**config.mk**
```make
export PLATFORM = sky130hd
export DESIGN_NAME = pipe_hazard_ctrl
export DESIGN_NICKNAME = d
export VERILOG_FILES = /design/src/rtl/pipe_hazard_ctrl.sv
export SDC_FILE = /design/constraint.sdc
export NUM_CORES = 1
export LEC_CHECK = 0
export ABC_AREA = 0
export ABC_CLOCK_PERIOD_IN_PS = 3000
export CELL_PAD_IN_SITES_DETAIL_PLACEMENT = 0
export CELL_PAD_IN_SITES_GLOBAL_PLACEMENT = 1
export CORE_MARGIN = 2
export CORE_UTILIZATION = 24
export CTS_CLUSTER_DIAMETER = 40
export DETAILED_ROUTE_END_ITERATION = 12
export PLACE_DENSITY = 0.83
export RECOVER_POWER = 25
export SLEW_MARGIN = 20
export SYNTH_ARGS = -nofsm -noshare
export SYNTH_HDL_FRONTEND = slang
export SYNTH_SLANG_ARGS = --single-unit
```
**constraint.sdc**
```tcl
create_clock -name clk -period 3 [get_ports clk]
set_input_delay 0.9 -clock clk [delete_from_list [all_inputs] [get_ports clk]]
set_output_delay 0.9 -clock clk [all_outputs]
set_load 0.005 [all_outputs]
```
**src/rtl/pipe_hazard_ctrl.sv**
```systemverilog
// Stall/bubble/flush sequencing for the exec stage and its neighbours.
// Define PIPE_CTRL_PERF_EN to build the stallCycles/flushCount performance counters.
module pipe_hazard_ctrl #(
    parameter int FLUSH_DEPTH  = 2,
    parameter int MEM_WAIT_MAX = 16
) (
    input  logic        clk,
    input  logic        resetN,
    input  logic        pcSel,
    input  logic [1:0]  memOp,
    input  logic        memReady,
    input  logic [4:0]  exRd,
    input  logic        exIsLoad,
    input  logic [4:0]  idRs1,
    input  logic [4:0]  idRs2,
    input  logic        idUseRs1,
    input  logic        idUseRs2,
    output logic        stallFetch,
    output logic        stallDecode,
    output logic        stallExec,
    output logic        bubbleExec,
    output logic        flushDecode,
    output logic        memTimeout,
    output logic [1:0]  state,
    output logic [31:0] stallCycles,
    output logic [31:0] flushCount
);

    typedef enum logic [1:0] {
        RUN     = 2'b00,
        MEMWAIT = 2'b01,
        FLUSH   = 2'b10,
        LOADUSE = 2'b11
    } state_t;

    localparam logic [7:0] WAIT_LIMIT = 8'(MEM_WAIT_MAX);
    localparam logic [1:0] FLUSH_LOAD = 2'(FLUSH_DEPTH - 1);

    state_t     curState, nextState;
    logic [7:0] waitCnt, waitNext;
    logic [1:0] flushCnt, flushNext;
    logic       memPending;
    logic       loadUse;

    assign memPending = ((memOp == 2'b01) || (memOp == 2'b10)) && !memReady;
    assign loadUse    = exIsLoad && (exRd != 5'd0) &&
                        ((idUseRs1 && (idRs1 == exRd)) || (idUseRs2 && (idRs2 == exRd)));
    assign state      = curState;

    always_ff @(posedge clk or negedge resetN) begin
        if (!resetN) begin
            curState <= RUN;
            waitCnt  <= 8'd0;
            flushCnt <= 2'd0;
        end else begin
            curState <= nextState;
            waitCnt  <= waitNext;
            flushCnt <= flushNext;
        end
    end

    always_comb begin
        nextState   = curState;
        waitNext    = waitCnt;
        flushNext   = flushCnt;
        stallFetch  = 1'b0;
        stallDecode = 1'b0;
        stallExec   = 1'b0;
        bubbleExec  = 1'b0;
        flushDecode = 1'b0;
        memTimeout  = 1'b0;
        unique case (curState)
            RUN, LOADUSE: begin
                if (memPending) begin
                    stallFetch  = 1'b1;
                    stallDecode = 1'b1;
                    stallExec   = 1'b1;
                    waitNext    = 8'd1;
                    nextState   = MEMWAIT;
                end else if (pcSel) begin
                    flushDecode = 1'b1;
                    bubbleExec  = 1'b1;
                    nextState   = RUN;
                    if (FLUSH_DEPTH > 1) begin
                        flushNext = FLUSH_LOAD;
                        nextState = FLUSH;
                    end
                end else if ((curState == RUN) && loadUse) begin
                    stallFetch  = 1'b1;
                    stallDecode = 1'b1;
                    bubbleExec  = 1'b1;
                    nextState   = LOADUSE;
                end else begin
                    nextState = RUN;
                end
            end
            MEMWAIT: begin
                if (memReady) begin
                    // A redirect held behind the wait is honoured in the release cycle
                    waitNext  = 8'd0;
                    nextState = RUN;
                    if (pcSel) begin
                        flushDecode = 1'b1;
                        bubbleExec  = 1'b1;
                        if (FLUSH_DEPTH > 1) begin
                            flushNext = FLUSH_LOAD;
                            nextState = FLUSH;
                        end
                    end
                end else if (waitCnt == WAIT_LIMIT) begin
                    memTimeout = 1'b1;
                    waitNext   = 8'd0;
                    nextState  = RUN;
                end else begin
                    stallFetch  = 1'b1;
                    stallDecode = 1'b1;
                    stallExec   = 1'b1;
                    waitNext    = waitCnt + 8'd1;
                end
            end
            FLUSH: begin
                flushDecode = 1'b1;
                bubbleExec  = 1'b1;
                flushNext   = flushCnt - 2'd1;
                if (flushCnt == 2'd1) begin
                    nextState = RUN;
                end
            end
            default: begin
                nextState = RUN;
            end
        endcase
        // Outputs read as zero for the whole time reset is held, whatever the inputs do
        if (!resetN) begin
            stallFetch  = 1'b0;
            stallDecode = 1'b0;
            stallExec   = 1'b0;
            bubbleExec  = 1'b0;
            flushDecode = 1'b0;
            memTimeout  = 1'b0;
        end
    end

`ifdef PIPE_CTRL_PERF_EN
    logic [31:0] stallCnt;
    logic [31:0] flushEvents;

    // flushDecode outside FLUSH can only come from a redirect being accepted
    always_ff @(posedge clk or negedge resetN) begin
        if (!resetN) begin
            stallCnt    <= 32'd0;
            flushEvents <= 32'd0;
        end else begin
            if (stallExec || stallDecode) begin
                stallCnt <= stallCnt + 32'd1;
            end
            if (flushDecode && (curState != FLUSH)) begin
                flushEvents <= flushEvents + 32'd1;
            end
        end
    end

    assign stallCycles = stallCnt;
    assign flushCount  = flushEvents;
`else
    assign stallCycles = 32'd0;
    assign flushCount  = 32'd0;
`endif

endmodule

```
# Word-level counts from Yosys, hierarchy flattened

Index checks and enable logic that the tools add are counted.

Register bits after elaboration: 12
Logic and storage cells: 74
Bits of input ports: 24
Output and inout port bits: 72

Muxes and demuxes: 39
Add/sub/neg operators: 2
Reductions and logical operators: 16
Equal/unequal tests: 14

Operators by type and width:

| cell                                                                | number |
|---|---|
| 8-bit two-way mux                                                   | 3 |
| 2-bit two-way mux                                                   | 10 |
| 1-bit two-way mux                                                   | 19 |
| 8-bit case mux with 2 select lines                                  | 1 |
| 2-bit case mux with 3 select lines                                  | 2 |
| 5-bit == test                                                       | 2 |
| 8-bit by 1-bit adder with 8-bit output (second input constant)      | 1 |
| 8-bit by 5-bit == test with 1-bit output (second input constant)    | 1 |
| 2-bit != test (second input constant)                               | 4 |
| 2-bit by 1-bit == test with 1-bit output (second input constant)    | 3 |
| 2-bit == test (second input constant)                               | 3 |
| 1-bit logical AND                                                   | 6 |
| 1-bit case mux with 3 select lines                                  | 2 |
| 2-bit AND reduction                                                 | 3 |
| 5-bit nonzero test                                                  | 1 |
| 1-bit case mux with 2 select lines                                  | 2 |
| 3-bit != test (second input constant)                               | 1 |
| 2-bit logical NOT                                                   | 1 |
| 1-bit logical OR                                                    | 2 |
| 2-bit nonzero test                                                  | 1 |
| 2-bit OR reduction                                                  | 1 |
| 2-bit by 1-bit subtractor with 2-bit output (second input constant) | 1 |
| 1-bit logical NOT                                                   | 1 |

# Depth between registers and ports, before layout

Gate-level depths: netlist of run 1.

Word-level depth: 10
Mapped depth: 8
Depth with buffers taken out: 7

# Worst setup path before layout of run 1

OpenSTA, ideal clock, no wires.

Path type: input -> output
Start point: input exRd[0]
End point: output stallFetch
Path slack: 0.183 ns
Stages: 5
Required time: 2.100 ns
Data arrival time: 1.917 ns
Buffers on the path: 1
Path through: or3_1 -> o311a_1 -> nand3_1 -> a31oi_1 -> buf_4

Cells in the longest elaborated chain, start to end: 10
Elaborated cells between the ends (all ways): 14
Those cells by class: 2 x eq/ne; 5 x mux; 7 x reduce/logical

RTL lines:

| element                                | RTL line | text |
|---|---|---|
| from (decl)                            | 12       | `input logic [4:0] exRd,` |
| 5-bit == test                          | 47       | `((idUseRs1 && (idRs1 == exRd)) \|\| (idUseRs2 && (idRs2 == exRd)));` |
| 1-bit logical AND                      | 47       |  |
| 1-bit logical OR                       | 47       |  |
| 1-bit logical AND (*)                  | 46       | `assign loadUse = exIsLoad && (exRd != 5'd0) &&` |
| 1-bit logical AND (*)                  | 88       | `end else if ((curState == RUN) && loadUse) begin` |
| 1-bit two-way mux (*) (3 in a row)     | --       |  |
| 1-bit case mux with 2 select lines (*) | --       |  |
| 1-bit two-way mux (*)                  | --       |  |
| to (decl)                              | 18       | `output logic stallFetch,` |

Mark *: on every way between the ends. The rest lies on a longest branch, timed or not.

# Worst setup path after layout of run 1

Start point: input exRd[1]
End point: output bubbleExec

Cells in the longest elaborated chain, start to end: 10
Elaborated cells between the ends (all ways): 14
Those cells by class: 2 x eq/ne; 5 x mux; 7 x reduce/logical

RTL lines:

| element                                | RTL line | text |
|---|---|---|
| 5-bit == test                          | 47       |  |
| 1-bit logical AND                      | 47       |  |
| 1-bit logical OR                       | 47       |  |
| 1-bit logical AND (*)                  | 46       |  |
| 1-bit logical AND (*)                  | 88       |  |
| 1-bit two-way mux (*)                  | 88       |  |
| 1-bit two-way mux (*)                  | 80       | `end else if (pcSel) begin` |
| 1-bit two-way mux (*)                  | 74       | `if (memPending) begin` |
| 1-bit case mux with 3 select lines (*) | 72       | `unique case (curState)` |
| 1-bit two-way mux (*)                  | 134      | `if (!resetN) begin` |
| to (decl)                              | 21       | `output logic bubbleExec,` |

Marks and branches as above.

==> impl_results.md, run 1 <==
- Fmax: 0.3385 GHz
- Synth Area in Simple Gates: 14.39%
- Synth area leader: buf_4
- Max Root-Sink Buffers: 2
- Wirelength, routed: 3077 microns
- Worst setup margin: 0.04568 ns
- CP endpoint kind: output pin
- Critical path's largest stage delay: 0.38 ns
- Logic pwr share: 62.0%
- GRT Total Usage: 8.860%
- Grt total ovfl: 0
- Hold_buf cts: 0
- DRC Markers: 0
- IO Pins: 96
- # port buffers: 31
- Clock Skews: 0.003053 ns
- Ranking of synthesized cells by area: buf_4 (34%), dfrtp_1 (21%), xnor2_1 (8.0%)
- Initial antenna violation count: 0
- Vias/cell: 3.791
- R2r setup slk: 0.92 ns
- Post-synthesis compound-gate area fraction: 11.21%
- Pin count of the biggest net entering global routing: 8
- Post-synth top area share: 34.42%
- Area taken by multi-input logic gates: 910.9 sq um
- Antenna Diode Count: 0
- Layout cell share with drive strength beyond 1: 27.83%
- Register area: 300.3 sq um
- Post-synthesis cell count: 169
- DR WL/cell: 10.19 microns
- CTS buffer count: 3
- Power Density: 593.3 nW/um^2
- Worst-skew pair later-pin latency: 0.24 ns
- Root Buffer: clkbuf_8
- Max cap viols: 0
- Final Hold Vio Count: 0
- Int Power: 0.6786 mW
- Average cell area after synthesis: 8.388 sq um
- Startpoint Class: input pin
- Slowest CP cell: or3_4
- Initial core utilization: 25.28%
- Total die area: 6538 sq um
- Floorplan row count: 27
- CP required: 2.10 ns
- Nets: 261
- First-pass GRT wire length: 4540 microns
- Flop pwr share: 21.9%
- Worst Hold Class: flop to flop
- Clk pin slew, worst setup/hold paths: 0.06 ns
- Final number of max-transition violations: 0
- Iteration-0 DRC Markers: 52
- Synth Area in XOR/XNOR: 9.885%
- Top Family by Delay on Critical Path: compound AO/OA/AOI/OAI gates
- YS warnings: 0
- Most common cell after layout, fill and taps aside: conb_1
- DR vias: 1145
- Worst EP arrival: 2.05 ns
- Buf+Inv Stages, Crit Path: 2
- HPWL after DPL: 2466 microns
- CTS tree: yes
- Worst path cell trace: buf_6 -> or3_4 -> o311a_4 -> a21boi_2 -> nor2_2 -> buf_2
- Core area: 5608 sq um
- VDD IR max: 0.2196 mV
- Clk sink count: 12
- Synth Area in Adders: 5.296%
- Switching pwr: 0.4111 mW
- # H-tree levels: 1
- Drt first pass iters: 4
- Synthesized flop and latch total: 12
- Clock share of power: 16.1%
- Antenna-violating nets left: 0
- Number of global-route vias before repair: 1037
- Largest family of logic cells by synthesized area: buffers and inverters
- Max FO, Critical Path: 3
- Leak pwr: 0.9465 nW
- Synth-to-layout area growth: 29.57%
- # setup viols final: 0
- Overall power: 1.090 mW
- WS Path Type: input pin to output pin
- DIE HEIGHT: 80.86 microns
- Portion of netlist area occupied by mux cells: 0.7061%
- Min Tclk post-route: 2.954 ns
- Synth Cell Area: 1418 sq um
- Sequential area share after synthesis: 21.18%
- Chip Width: 80.86 microns
- Setup slack at placement: -0.7678 ns
- Status: finished, final reports clean
- Period utilization: 98.48%
- Netlist cell types: 35
- Sw frac: 37.72%
- Commonest cells after routing, fill and taps aside: conb_1 (64), buf_4 (27), nor2_1 (12), dfrtp_1 (12)
- GPL Wtd Cong: 0.7631
- Filler Cell Count: 620
==> power by group through the flow <==
stage | Clock [mW] | Sequential, mW | Combinational (mW)
floorplan | 0 | 0.238 | 0.376
global placement | 0 | 0.238 | 0.584
detailed placement | 0 | 0.239 | 0.597
global route | 0.192 | 0.245 | 0.739
CTS | 0.181 | 0.238 | 0.646
finish | 0.176 | 0.239 | 0.675
==> state kept, by name, indices dropped and copies added (netlist names) <==
signal    cells
state         2
flushCnt      2
waitCnt       8
==> cell usage after synthesis <==
| library cell | count |
|---|---|
| and3_1 | 1 |
| and2_1 | 1 |
| mux2i_1 | 1 |
| nor2b_1 | 1 |
| a31oi_1 | 2 |
| conb_1 | 1 |
| a21boi_0 | 1 |
| o22ai_1 | 2 |
| o21ai_1 | 1 |
| or2_2 | 2 |
| or3_1 | 1 |
| a41o_1 | 1 |
| o21ai_0 | 1 |
| ha_1 | 6 |
| xnor2_1 | 13 |
| dfrtp_1 | 12 |
| a21oi_1 | 2 |
| o311a_1 | 2 |
| nand4_1 | 4 |
| inv_1 | 7 |
| nor3_2 | 1 |
| xor2_1 | 3 |
| nor4_1 | 1 |
| or3_4 | 1 |
| nor3_1 | 2 |
| o21a_1 | 2 |
| a311oi_1 | 1 |
| buf_4 | 65 |
| a22o_1 | 2 |
| nor2_1 | 13 |
| buf_6 | 1 |
| nand2_1 | 8 |
| o211ai_1 | 1 |
| nand3_1 | 5 |
| o41ai_4 | 1 |
==> timing repair <==
action | CTS | global route
buffers inserted | 6 | 2
pin swaps | 22 | 18
resized for setup | 60 | 25
endpoints found under the setup margin | 6 | 3
==> final timing paths <==
kind,cells past startpoint,to,from
worst max register to register,8,waitCnt[7],state[1]
min in group asynchronous,2,waitCnt[1],resetN
worst max-delay path,6,bubbleExec,exRd[1]
worst min register to register,1,flushCnt[0],flushCnt[0]
max in group asynchronous,2,waitCnt[3],resetN
worst min-delay path,1,flushCnt[0],flushCnt[0]
==> cell type report <==
class | count | area share, %
clock buffers | 4 | 2.997
flip-flops and latches | 12 | 16.35
repair buffers | 60 | 24.73
multi-input cells | 147 | 49.59
inverters | 7 | 1.431
well taps | 72 | 4.905
==> kinds of logic after synthesis <==
family	after synthesis
AOI/OAI and AO/OA	19
xor gates and xnor gates	16
adders and majority gates	6
buffers and inverters	73
DFF	12
muxes	1
other	1
and+or+nand+nor	41
==> metal layers <==
metal  global-route usage, %  wire length, microns  share of wire, %  up-vias
met4                   4.407                    64               2.1        0
met3                   1.000                   170               5.5        8
met5                       0                     0                 0        -
li1                        -                     -                 -      555
met2                   16.86                  1673                54       49
met1                   9.595                  1169                38      533
==> per-stage QoR <==
step	utilization (%)	setup TNS (ns)	cells	hold slack [ns]	area, sq um
final	32.75	0	302	0.4857	1837
after global routing	32.75	-0.01224	302	0.5304	1837
after CTS	32.37	0	300	0.4918	1815
after detailed placement	30.54	-3.834	290	0.4845	1713
after global placement	30.54	-3.710	290	0.4691	1713
after floorplan	-	0	232	0.4573	1654
(Power assumes the default switching activity.)
==> run 2: changes to the inputs <==
- ABC_CLOCK_PERIOD_IN_PS: 3000 -> 3100
- clock period: 3 -> 3.1 ns (I/O delays scaled with it)
==> run 2 against run 1 <==
- routed wire length is 6.6% lower
- clock skew is 0.0025 ns lower
- worst setup slack hardly changed
- first-iteration DRC count is 52% lower
- clock power is 5% lower
- critical path depth is 1 higher
- hold slack better by 0.0027 ns
- critical path type unchanged
- non-clock buffer count is 7 lower
- combinational power is 12% lower
- register-to-register slack hardly changed
- power is 8.8% lower
- sequential power is 2% lower
==> impl_results.md, run 2 (synthesis gave the netlist of run 1 again) <==
- Status: finished, final reports clean
- Antenna Diode Count: 0 (unchanged)
- RSZ-0062 raised after global routing: false
- Chip Width: 80.86 microns (unchanged)
- Critical path's largest stage delay: 0.26 ns (-0.12 ns)
- Max FO, Critical Path: 4 (+1)
- # port buffers: 31 (unchanged)
- CP required: 2.17 ns (+0.07 ns)
- Worst EP arrival: 2.12 ns (+0.07 ns)
- VDD IR max: 0.1541 mV (-30%)
- Most common cell on crit path: or2_4
- Most common cell after layout, fill and taps aside: conb_1
- Filler Cell Count: 619 (-0.16%)
- Fmax: 0.3274 GHz
- IO Pins: 96 (unchanged)
- DRC Markers: 0 (unchanged)
- Largest Register: waitCnt
- Flop pwr share: 23.5% (+1.6 points)
- Gr busiest metal: met2
- Clk sink count: 12 (unchanged)
- Root Buffer: clkbuf_8
- Drt first pass iters: 4 (unchanged)
- HPWL after DPL: 2416 microns (-2.0%)
- Final number of max-transition violations: 0 (unchanged)
- Period utilization: 98.54%
- Synth-to-layout area growth: 27.01%
- Min Tclk post-route: 3.055 ns
- Clk pin slew, worst setup/hold paths: 0.05 ns (about the same)
- Initial antenna violation count: 0 (unchanged)
- WS Path Type: input pin to output pin
- Grt total ovfl: 0 (unchanged)
- DIE HEIGHT: 80.86 microns (unchanged)
- GRT Total Usage: 8.273% (-0.59 points)
- Vias/cell: 3.702 (-2.4%)
- CP endpoint kind: output pin
- Worst Hold Class: flop to flop
- GRT met1 Usage: 9.238% (-0.36 points)
- Pin count of the biggest net entering global routing: 8 (unchanged)
- Met2 usage: 15.87% (-0.99 points)
- Nets: 254 (-2.7%)
- # setup viols final: 0 (unchanged)
- Leak pwr: 0.9266 nW (-2.1%)
- Antenna-violating nets left: 0 (unchanged)
- Core area: 5608 sq um (unchanged)
- CTS buffer count: 3 (unchanged)
- End-of-flow core utilization: 32.11% (-0.65 points)
- Met3 Usage GRT: 0.6667% (-0.33 points)
- Slowest CP cell: dlygate4sd2_1
- CP startpoint: memReady
- Max Root-Sink Buffers: 2 (unchanged)
- Power Density: 551.7 nW/um^2 (-7.0%)
- Commonest cells after routing, fill and taps aside: conb_1 (64), buf_4 (21), nor2_1 (13), dfrtp_1 (12), dlygate4sd2_1 (12)
- DR vias: 1092 (-4.6%)
- Reg2reg start: state[1]
- CTS tree: yes
- Initial core utilization: 25.28% (unchanged)
- Overall power: 0.9933 mW (-8.8%)
- Wirelength, routed: 2875 microns (-6.6%)
- GPL Wtd Cong: 0.7675 (+0.58%)
- DR WL/cell: 9.746 microns (-4.3%)
- Clock share of power: 17.0% (+0.9 points)
- Total die area: 6538 sq um (unchanged)
- Sw frac: 37.90% (+0.18 points)
- Clock Skews: 0.0005561 ns (-0.002497 ns)
- Iteration-0 DRC Markers: 25 (-52%)
- Final Hold Vio Count: 0 (unchanged)
- Number of global-route vias before repair: 966 (-6.8%)
- Worst-skew pair later-pin latency: 0.24 ns (about the same)
- Max cap viols: 0 (unchanged)
- Floorplan row count: 27 (unchanged)
- Worst path cell trace: dlygate4sd2_1 -> or2_4 -> or2_4 -> o211ai_1 -> buf_4 -> nor2_1 -> buf_2
- Int Power: 0.6169 mW (-9.1%)
- Logic pwr share: 59.5% (-2.5 points)
- Startpoint Class: input pin
- Hold path start: flushCnt[0]
- # H-tree levels: 1 (unchanged)
- Max reg flops: 8 (unchanged)
- Switching pwr: 0.3765 mW (-8.4%)
- First-pass GRT wire length: 4298 microns (-5.3%)
- Layout cell share with drive strength beyond 1: 21.97% (-5.9 points)
==> run 2: cell types whose count changed in the layout (fill, tap and decap cells not counted), sizes merged <==
cell,previous run,this run
clkbuf,15,7
dlymetal6s2s,1,3
buf,33,28
dlygate4sd2,8,12
==> run 2: path summary, 6_finish.rpt <==
check                         endpoint  cells past startpoint  slack, ns
min                        flushCnt[0]                      1       0.49
max                         bubbleExec                      7       0.05
min reg2reg                flushCnt[0]                      1       0.49
max reg2reg                 waitCnt[7]                      8       0.93
min in group asynchronous   waitCnt[2]                      2       0.90
max in group asynchronous   waitCnt[3]                      2       1.95
==> run 2: repair_timing <==
action | in CTS | in global routing
setup endpoints to repair | 6 | 3
setup buffers | 3 | 1
gates resized for setup | 56 | 14
hold buffers | 0 | 0
pin swaps | 18 | 15
==> run 2: metrics by stage <==
stage | TNS (ns) | instances | hold slack (ns) | cell area [sq um] | setup slack [ns]
finish | 0 | 295 | 0.4884 | 1800 | 0.04518
global route | 0 | 295 | 0.5307 | 1800 | 0.002301
CTS | -0.02624 | 294 | 0.4943 | 1762 | -0.02624
detailed placement | -3.581 | 287 | 0.4872 | 1690 | -0.7185
global placement | -3.466 | 287 | 0.4714 | 1690 | -0.6703
floorplan | 0 | 232 | 0.4573 | 1654 | 0.2233
==> run 2: power groups by stage <==
| stage | logic (mW) | registers, mW | clock network [mW] |
|---|---|---|---|
| detailed placement | 0.542 | 0.236 | 0 |
| global route | 0.654 | 0.240 | 0.185 |
| floorplan | 0.364 | 0.230 | 0 |
| CTS | 0.563 | 0.234 | 0.174 |
| finish | 0.591 | 0.234 | 0.168 |
| global placement | 0.538 | 0.233 | 0 |
==> run 2: layout make-up <==
cell class / instances / area (sq um) / area share [%]
timing repair buffer: 53 / 419.2 / 23.28
sequential: 12 / 300.3 / 16.68
multi-input combinational: 147 / 909.6 / 50.52
inverter: 7 / 26.28 / 1.459
tap: 72 / 90.09 / 5.003
clock buffer: 4 / 55.05 / 3.058
==> run 2: critical path: cells and delay by family <==
kind,cells,cell delay (ns)
and+or+nand+nor,3,0.52
AOI/OAI and AO/OA,1,0.14
buffers and inverters,3,0.53
==> run 2: routing by layer <==
metal | wire, microns | vias up | share of wire [%]
met3 | 145 | 2 | 5.0
met4 | 16 | 0 | 0.56
li1 | - | 542 | -
met5 | 0 | - | 0
met2 | 1621 | 38 | 56
met1 | 1092 | 510 | 38
==> run 3: changes to the inputs <==
- ABC_CLOCK_PERIOD_IN_PS: 3100 -> 3920
- CORE_UTILIZATION: 24 -> 26
- PLACE_DENSITY: 0.83 -> 0.88
- TNS_END_PERCENT: unset -> 10
- clock period: 3.1 -> 3.92 ns (I/O delays scaled with it)
==> run 3 against run 2 <==
- final cell count shrank 3.7%
- critical path depth is the same
- die area shrank 7.3%
- count of clock-buffer cells in the layout is the same
- utilization grew 1.4 points
- register-to-register slack gained 0.66 ns
- critical endpoint is now stallFetch
- largest cell class unchanged
==> impl_results.md, run 3 (synthesis gave the netlist of run 1 again) <==
- Status: finished, final reports clean
- Placed Cells: 279 (-2.8%)
- Rel. slew slack: 65.79%
- Max reg flops: 8 (unchanged)
- Metal3 WL: 194 microns (+34%)
- Clk pin slew, worst setup/hold paths: 0.06 ns (about the same)
- Met2 Wirelength: 1457 microns (-10%)
- DRC Markers: 0 (unchanged)
- CTS buffer count: 3 (unchanged)
- Critical path's largest stage delay: 0.48 ns (+0.22 ns)
- Grt total ovfl: 0 (unchanged)
- Worst EP arrival: 2.71 ns (+0.59 ns)
- Worst-Margin Slew: 0.5132 ns
- Clk sink count: 12 (unchanged)
- Antenna Diode Count: 0 (unchanged)
- Max FO, Critical Path: 2 (-2)
- Worst path cell trace: clkdlybuf4s50_1 -> xnor2_1 -> nand4_1 -> o22ai_2 -> nand3_2 -> a31oi_4 -> dlygate4sd2_1
- Largest Register: waitCnt
- First-pass GRT wire length: 4374 microns (+1.8%)
- Slowest CP cell: clkdlybuf4s50_1
- Layout cell share with drive strength beyond 1: 12.15% (-9.8 points)
- DR WL/cell: 10.09 microns (+3.5%)
- Wirelength, routed: 2866 microns (-0.31%)
- Worst Hold Class: flop to flop
- HPWL after DPL: 2348 microns (-2.8%)
- Root Buffer: clkbuf_8
- Power Density: 424.0 nW/um^2 (-23%)
- Startpoint Class: input pin
- VDD IR max: 0.1341 mV (-13%)
- # setup viols final: 0 (unchanged)
- GRT Total Usage: 9.020% (+0.75 points)
- DRT met1 WL: 1112 microns (+1.8%)
- Min Tclk post-route: 3.884 ns
- IO Pins: 96 (unchanged)
- Most common cell after layout, fill and taps aside: conb_1
- Top Family by Delay on Critical Path: buffers and inverters
- Nets: 245 (-3.5%)
- Drt first pass iters: 4 (unchanged)
- Core area: 5172 sq um (-7.8%)
- GPL Wtd Cong: 0.7901 (+2.9%)
- Clock Skews: 0.001685 ns (+0.001128 ns)
- CP required: 2.74 ns (+0.57 ns)
- Period utilization: 99.08%
- Initial antenna violation count: 0 (unchanged)
- DR vias: 1078 (-1.3%)
- Synth-to-layout area growth: 22.42%
- Worst-skew pair later-pin latency: 0.25 ns (about the same)
- Floorplan row count: 26 (-3.7%)
- Initial core utilization: 27.41% (+2.1 points)
- Final number of max-transition violations: 0 (unchanged)
- CTS tree: yes
- Iteration-0 DRC Markers: 37 (+48%)
- Post-Layout Cell Count: 284 (-3.7%)
- WS Path Type: input pin to output pin
- Total die area: 6059 sq um (-7.3%)
- Pin count of the biggest net entering global routing: 10 (+2)
- DIE HEIGHT: 77.84 microns (-3.7%)
- # H-tree levels: 1 (unchanged)
- Vias/cell: 3.796 (+2.5%)
- Overall power: 0.7358 mW (-26%)
- CP endpoint kind: output pin
- Max Root-Sink Buffers: 2 (unchanged)
- Top routing layer in use: met4
- Commonest cells after routing, fill and taps aside: conb_1 (64), clkdlybuf4s50_1 (19), nor2_1 (13), xnor2_1 (13)
- Number of global-route vias before repair: 1007 (+4.2%)
- Max cap viols: 0 (unchanged)
- Final Hold Vio Count: 0 (unchanged)
- Chip Width: 77.84 microns (-3.7%)
- RSZ-0062 raised after global routing: true
- Antenna-violating nets left: 0 (unchanged)
- Leak pwr: 0.8417 nW (-9.2%)
- # port buffers: 31 (unchanged)
- Buf+Inv Stages, Crit Path: 2 (-1)
- Fmax: 0.2575 GHz
## run 3: area by class of cell
class                   instances  area [sq um]
fillers                       539          3437
multi-input cells             147         868.3
repair buffers                 44         397.9
flip-flops and latches         12         300.3
well taps                      70         87.58
clock buffers                   4         55.05
inverters                       7         26.28
## run 3: worst register-to-register path: cells and delay by family (launching register included)
kind	cells	cell delay, ns
AO/OA/AOI/OAI	2	0.52
adder cells (fa/ha/maj)	1	0.34
buffers and inverters	2	0.23
flip-flops	1	0.40
AND/OR/NAND/NOR	3	0.72
## run 3: path summary, 6_finish.rpt
path | from | end | slack, ns | cells past startpoint
max | idRs2[3] | stallFetch | 0.04 | 7
min | flushCnt[0] | flushCnt[0] | 0.49 | 1
max reg2reg | state[0] | waitCnt[7] | 1.59 | 8
min reg2reg | flushCnt[0] | flushCnt[0] | 0.49 | 1
max in group asynchronous | resetN | waitCnt[0] | 2.00 | 2
min in group asynchronous | resetN | state[0] | 1.21 | 1
## run 3: what timing repair did
action	in CTS	in global routing
cloned	0	0
pin swaps	4	2
hold buffers	0	0
endpoints found under the hold margin	0	0
setup endpoints to repair	6	4
buffers inserted	1	0
resized for setup	16	4
## run 3: report_power, final
group          switching (mW)  internal, mW
Clock                  0.0548        0.0892
Sequential             0.0314         0.154
Combinational           0.209         0.197
Total                   0.295         0.440
## run 3: metal layers
metal / global-route usage [%] / vias up
met4: 6.429 / 0
met1: 10.76 / 494
met2: 15.34 / 54
li1: - / 521
met3: 0.4651 / 9
met5: 0 / -
## run 3: per-stage QoR
stage	hold WS, ns	util (%)	setup TNS (ns)	cell area [sq um]	setup WS, ns
after global routing	0.5172	33.55	-0.1097	1735	-0.05562
final	0.4888	33.55	0	1735	0.03606
after CTS	0.4971	33.26	0	1720	0.001172
after detailed placement	0.4896	31.76	-1.444	1643	-0.3653
after global placement	0.4672	31.76	-1.333	1643	-0.3393
after floorplan	0.4573	-	0	1654	0.5513
